<file path="src/rtl/q2_pkg.sv">
// Shared encodings for the Q2 sequencer: 4-bit state codes and the top-level mode.
package q2_pkg;

  localparam logic [3:0] FETCH    = 4'd0;
  localparam logic [3:0] LOAD     = 4'd1;
  localparam logic [3:0] DEREF    = 4'd2;
  localparam logic [3:0] EXEC     = 4'd3;
  localparam logic [3:0] ALU_BASE = 4'd4;

  typedef enum logic [1:0] {
    IDLE    = 2'd0,
    ACTIVE  = 2'd1,
    DEPOSIT = 2'd2
  } mode_t;

endpackage

</file>
<file path="src/rtl/q2_sw_sync.sv">
// Two-flop synchronizer plus rising-edge detector for one front-panel switch.
module q2_sw_sync (
  input  logic clk,
  input  logic rst_n,
  input  logic sw,
  output logic rise
);

  logic sync_p0;
  logic sync_p1;
  logic prev_p2;

  always_ff @(posedge clk or negedge rst_n) begin
    if (!rst_n) begin
      sync_p0 <= 1'b0;
      sync_p1 <= 1'b0;
      prev_p2 <= 1'b0;
    end else begin
      sync_p0 <= sw;
      sync_p1 <= sync_p0;
      prev_p2 <= sync_p1;
    end
  end

  // rise is decoded purely from flops, so it is glitch-free inside the clock domain
  assign rise = sync_p1 & ~prev_p2;

endmodule

</file>
<file path="src/rtl/q2_sequencer.sv">
// Q2 timing/state sequencer: state bits, write strobe, run/stop/step, halt and panel deposit.
module q2_sequencer
  import q2_pkg::*;
#(
  parameter int SETTLE     = 2,
  parameter int ALU_STEPS  = 12,
  parameter int DEP_CYCLES = 2
) (
  input  logic clk,
  input  logic rst_n,
  input  logic op1,
  input  logic op2,
  input  logic op5,
  input  logic halt,
  input  logic sw_run,
  input  logic sw_stop,
  input  logic sw_step,
  input  logic sw_dep,
  output logic s0,
  output logic s1,
  output logic s2,
  output logic s3,
  output logic ws,
  output logic dep_sw,
  output logic incp_db,
  output logic running
);

  localparam int CW = (SETTLE < 1) ? 1 : $clog2(SETTLE + 1);
  localparam int DW = $clog2(DEP_CYCLES + 1);
  localparam logic [3:0] ALU_LAST = 4'(ALU_BASE + ALU_STEPS - 1);

  logic run_rise;
  logic stop_rise;
  logic step_rise;
  logic dep_rise;

  q2_sw_sync u_sync_run  (.clk(clk), .rst_n(rst_n), .sw(sw_run),  .rise(run_rise));
  q2_sw_sync u_sync_stop (.clk(clk), .rst_n(rst_n), .sw(sw_stop), .rise(stop_rise));
  q2_sw_sync u_sync_step (.clk(clk), .rst_n(rst_n), .sw(sw_step), .rise(step_rise));
  q2_sw_sync u_sync_dep  (.clk(clk), .rst_n(rst_n), .sw(sw_dep),  .rise(dep_rise));

  function automatic logic [3:0] next_state(input logic [3:0] st, input logic o1,
                                            input logic o2, input logic o5);
    logic [3:0] nx;
    nx = FETCH;
    case (st)
      FETCH:   nx = o2 ? LOAD : (o1 ? DEREF : EXEC);
      LOAD:    nx = o1 ? DEREF : EXEC;
      DEREF:   nx = EXEC;
      EXEC:    nx = o5 ? FETCH : ALU_BASE;
      default: nx = (st == ALU_LAST) ? FETCH : st + 4'd1;
    endcase
    return nx;
  endfunction

  mode_t          mode;
  logic [3:0]     state;
  logic [CW-1:0]  cnt;
  logic [DW-1:0]  dcnt;
  logic           stop_pending;
  logic           step_pending;
  logic [3:0]     nxt_state;
  logic           end_instr;

  assign nxt_state = next_state(state, op1, op2, op5);
  assign end_instr = (nxt_state == FETCH) && (stop_pending || stop_rise || step_pending);

  always_ff @(posedge clk or negedge rst_n) begin
    if (!rst_n) begin
      mode         <= IDLE;
      state        <= FETCH;
      cnt          <= '0;
      dcnt         <= '0;
      ws           <= 1'b0;
      dep_sw       <= 1'b0;
      incp_db      <= 1'b0;
      running      <= 1'b0;
      stop_pending <= 1'b0;
      step_pending <= 1'b0;
    end else begin
      case (mode)
        IDLE: begin
          state <= FETCH;
          cnt   <= '0;
          ws    <= 1'b0;
          // a stop edge coinciding with a run edge keeps the machine idle
          if (run_rise && !stop_rise) begin
            mode    <= ACTIVE;
            running <= 1'b1;
          end else if (step_rise) begin
            mode         <= ACTIVE;
            step_pending <= 1'b1;
          end else if (dep_rise) begin
            mode   <= DEPOSIT;
            dep_sw <= 1'b1;
            dcnt   <= '0;
          end
        end
        ACTIVE: begin
          if (stop_rise) stop_pending <= 1'b1;
          // ws is registered to mirror cnt==SETTLE, so it marks the strobe cycle
          if (ws) begin
            cnt <= '0;
            ws  <= 1'b0;
            if (halt || end_instr) begin
              mode         <= IDLE;
              state        <= FETCH;
              running      <= 1'b0;
              stop_pending <= 1'b0;
              step_pending <= 1'b0;
            end else begin
              state <= nxt_state;
            end
          end else begin
            cnt <= cnt + 1'b1;
            ws  <= (cnt == CW'(SETTLE - 1));
          end
        end
        DEPOSIT: begin
          if (dep_sw) begin
            if (dcnt == DW'(DEP_CYCLES - 1)) begin
              dep_sw  <= 1'b0;
              incp_db <= 1'b1;
            end else begin
              dcnt <= dcnt + 1'b1;
            end
          end else begin
            incp_db <= 1'b0;
            mode    <= IDLE;
          end
        end
        default: mode <= IDLE;
      endcase
    end
  end

  assign {s3, s2, s1, s0} = state;

endmodule

</file>
<file path="config.mk">
export PLATFORM = sky130hd
export DESIGN_NAME = q2_sequencer
export DESIGN_NICKNAME = d
export VERILOG_FILES = /design/src/rtl/q2_pkg.sv /design/src/rtl/q2_sw_sync.sv /design/src/rtl/q2_sequencer.sv
export SDC_FILE = /design/constraint.sdc
export NUM_CORES = 1
export LEC_CHECK = 0
export ABC_CLOCK_PERIOD_IN_PS = 3700
export CORE_MARGIN = 5
export CORE_UTILIZATION = 40
export CTS_CLUSTER_DIAMETER = 200
export DETAILED_ROUTE_END_ITERATION = 10
export SYNTH_ARGS = -nofsm -noshare
export SYNTH_HDL_FRONTEND = slang
export SYNTH_SLANG_ARGS = --single-unit
</file>
<file path="constraint.sdc">
create_clock -name clk -period 3.7 [get_ports clk]
set_clock_uncertainty 0.15 [all_clocks]
set_input_delay 0.74 -clock clk [delete_from_list [all_inputs] [get_ports clk]]
set_output_delay 0.74 -clock clk [all_outputs]
set_load 0.02 [all_outputs]
</file>
==> impl_metrics.py <==
metrics = {
    "global_route": {
        "grt_pass1_vias": 946,
        "antenna_found_initial": 0,
        "grt_overflow": 0,
        "grt_use_total_pct": 12.3,
        "grt_pass1_wl_um": 4180,
        "grt_max_degree": 29,
    },
    "critical_path": {
        "critPathMaxFanout": 9,
        "worstSetupStartpointType": "flip-flop",
        "path_cells": "inv_1, ha_1, or3_1, o32ai_2, o311ai_1, nor3_2, nor3_1",
        "endpoint_kind": "flip-flop",
        "crit_arrival_ps": 2480,
        "critPathSlowestCell": "dfrtp_1",
        "critPathBufInv": 1,
        "critical_path.top_delay_family": "simple AND/OR/NAND/NOR gates",
        "crit_type": "reg2reg",
        "critPathMaxStageDelay_ps": 530,
        "required_ps": 3770,
    },
    "cells_and_area": {
        "fin_util_pct": 49.7,
        "fillCellCount": 308,
        "mostFrequentLayoutCells": "dfrtp_1, clkdlybuf4s50_1, nand2_1, nor2_1, a21oi_1",
        "diodes": 0,
        "nets": 155,
        "final_common_cell": "dfrtp_1",
        "syn2layout_area_growth_pct": 18.9,
        "layout-drive-gt1-share_pct": 7.97,
    },
    "sta": {
        "finalSetupTns_ps": 0,
        "relSlewSlack_pct": 64.2,
        "hold_viol": 0,
        "max_freq_ghz": 0.414,
        "min_period_over_period_pct": 65.3,
        "drv_slew": 0,
        "worst_pin_slew_ps": 537,
        "setup_viol": 0,
        "min_period_ps": 2420,
        "rsz0062_at_grt": "false",
    },
    "die": {
        "die_x_um": 66.7,
        "ios": 18,
        "rows": 20,
        "design.die.area_um2": 4450,
        "start_util_pct": 41.8,
        "core_area_um2": 3080,
        "die_h_um": 66.7,
    },
    "cts": {
        "clock_sinks": 28,
        "cts_buffer_depth": 2,
        "hold_buffers": 0,
        "clk_pin_slew_ps": 140,
        "root_buffer": "clkbuf_4",
        "htreeDepth": 1,
        "numCtsBuffers": 3,
        "ctsResizeCount": 0,
        "clock_latency_ps": 330,
        "cts_setup_buffers": 0,
        "cts_tree": "done",
    },
    "power_and_ir_drop": {
        "power.leakage_nw": 0.669,
        "p_comb_share_pct": 33.0,
        "switchingPower_mw": 0.293,
        "power.total_mw": 0.855,
        "clkPwrFrac_pct": 17.2,
        "power.density_nw_per_um2": 559,
        "irDropWorstVdd_mv": 0.246,
        "seq_power_share_pct": 49.8,
        "p_int_mw": 0.562,
        "swShare_pct": 34.3,
    },
    "route": {
        "num_vias": 920,
        "wl_um": 2340,
        "ant_nets": 0,
        "drt_iter0_markers": 24,
        "vias_per_cell": 5.05,
        "firstDrtPassIters": 4,
        "route.detailed.drc": 0,
        "wl_per_cell_um": 12.9,
    },
    "logic_synthesis": {
        "synth_flop_cell": "dfrtp_1",
        "synth.cell_area_um2": 1290,
        "synth_nets": 137,
        "ys_seq_area_share_pct": 54.5,
        "synth_edf_count": 0,
        "synth-seq-cells": 28,
        "synth_area_per_cell_um2": 10.6,
        "yosysWarnings": 0,
        "async_flop_share_pct": 100,
        "syn_inst": 121,
        "synth.distinct_cells": 33,
    },
    "placed_design": {
        "dpl.hpwl_um": 1740,
        "finalWeightedCongestion": 0.745,
        "io_buffer_count": 17,
    },
    "outcome": {
        "status": "completed",
    },
    "hold_path": {
        "worstHoldPathType": "reg2reg",
    },
    "flow_run": {
        "drv_cap": 0,
    },
}
registers in the layout, summed over array words and instances, names as in the netlist:
name and count:
running 1, step_pending 1, u_sync_run.sync_p0 1, u_sync_dep.prev_p2 1
u_sync_step.prev_p2 1, u_sync_run.sync_p1 1, stop_pending 1, u_sync_step.sync_p1 1
u_sync_stop.prev_p2 1, u_sync_dep.sync_p0 1, incp_db 1, u_sync_stop.sync_p0 1
mode 2, ws 1, state 4, cnt 2
u_sync_step.sync_p0 1, dep_sw 1, u_sync_dep.sync_p1 1, dcnt 2
u_sync_run.prev_p2 1, u_sync_stop.sync_p1 1
final timing paths:
path                            slack (ps)                           from                       endpoint  cells after the start
min in group asynchronous              610                          rst_n  u_sync_step.prev_p2$_DFF_PN0_                      2
worst min-delay path                   220  u_sync_step.sync_p0$_DFF_PN0_  u_sync_step.sync_p1$_DFF_PN0_                      0
worst min register to register         220  u_sync_step.sync_p0$_DFF_PN0_  u_sync_step.sync_p1$_DFF_PN0_                      0
worst max register to register        1280           state[0]$_DFFE_PN0P_            running$_DFFE_PN0P_                      7
max in group asynchronous             2530                          rst_n            mode[1]$_DFFE_PN0P_                      2
worst max-delay path                  1280           state[0]$_DFFE_PN0P_            running$_DFFE_PN0P_                      7
layer usage:
metal  GRT usage (%)  wire length [um]  share of wire, %
met5               0                 0                 0
met4            5.33                29               1.2
met3            2.19               121               5.2
met2            20.5              1110                47
met1            15.4              1080                46
power groups by stage:
stage / Combinational, mW / Clock [mW] / Sequential [mW]
3_3_place_gp: 0.271 / 0 / 0.429
4_1_cts: 0.286 / 0.154 / 0.426
5_1_grt: 0.322 / 0.164 / 0.438
6_report: 0.282 / 0.147 / 0.426
2_1_floorplan: 0.195 / 0 / 0.423
3_5_place_dp: 0.284 / 0 / 0.432
layout make-up:
cell class | count | area (um^2) | share of cell area, %
Clock buffer | 4 | 36.3 | 2.37
Inverter | 7 | 26.3 | 1.72
Multi-Input combinational cell | 81 | 533 | 34.9
Sequential cell | 28 | 701 | 45.8
Tap cell | 44 | 55.1 | 3.60
Timing Repair Buffer | 18 | 178 | 11.6
stage by stage:
stage / setup WS [ps] / hold WS, ps / instance area (um^2) / std cells
2_1_floorplan: 1490 / 181 / 1290 / 121
3_3_place_gp: 1250 / 186 / 1490 / 178
3_5_place_dp: 1220 / 189 / 1490 / 178
4_1_cts: 1260 / 222 / 1530 / 182
5_1_grt: 1110 / 236 / 1530 / 182
6_report: 1280 / 218 / 1530 / 182
cells by family (layout without fill, tap and decap cells):
kind of cell	Yosys count	after routing	share of synthesized area, %
buffers and inverters	12	29	4.09
AOI/OAI and AO/OA	29	29	15.7
and+or+nand+nor	45	45	19.2
adders and majority gates	6	6	5.84
muxes	1	1	0.778
DFF	28	28	54.5
synth_stat cells (3+ instances only):
cell      instances  area (um^2)
a21oi_1           8         40.0
clkbuf_1          4         15.0
dfrtp_1          28          701
ha_1              6         75.1
inv_1             7         26.3
nand2_1           9         33.8
nand2b_1          3         18.8
nor2_1            9         33.8
nor2b_1           6         37.5
nor3_1            6         30.0
o21ai_0           5         25.0
o22ai_1           3         18.8
(Power assumes the default switching activity.)
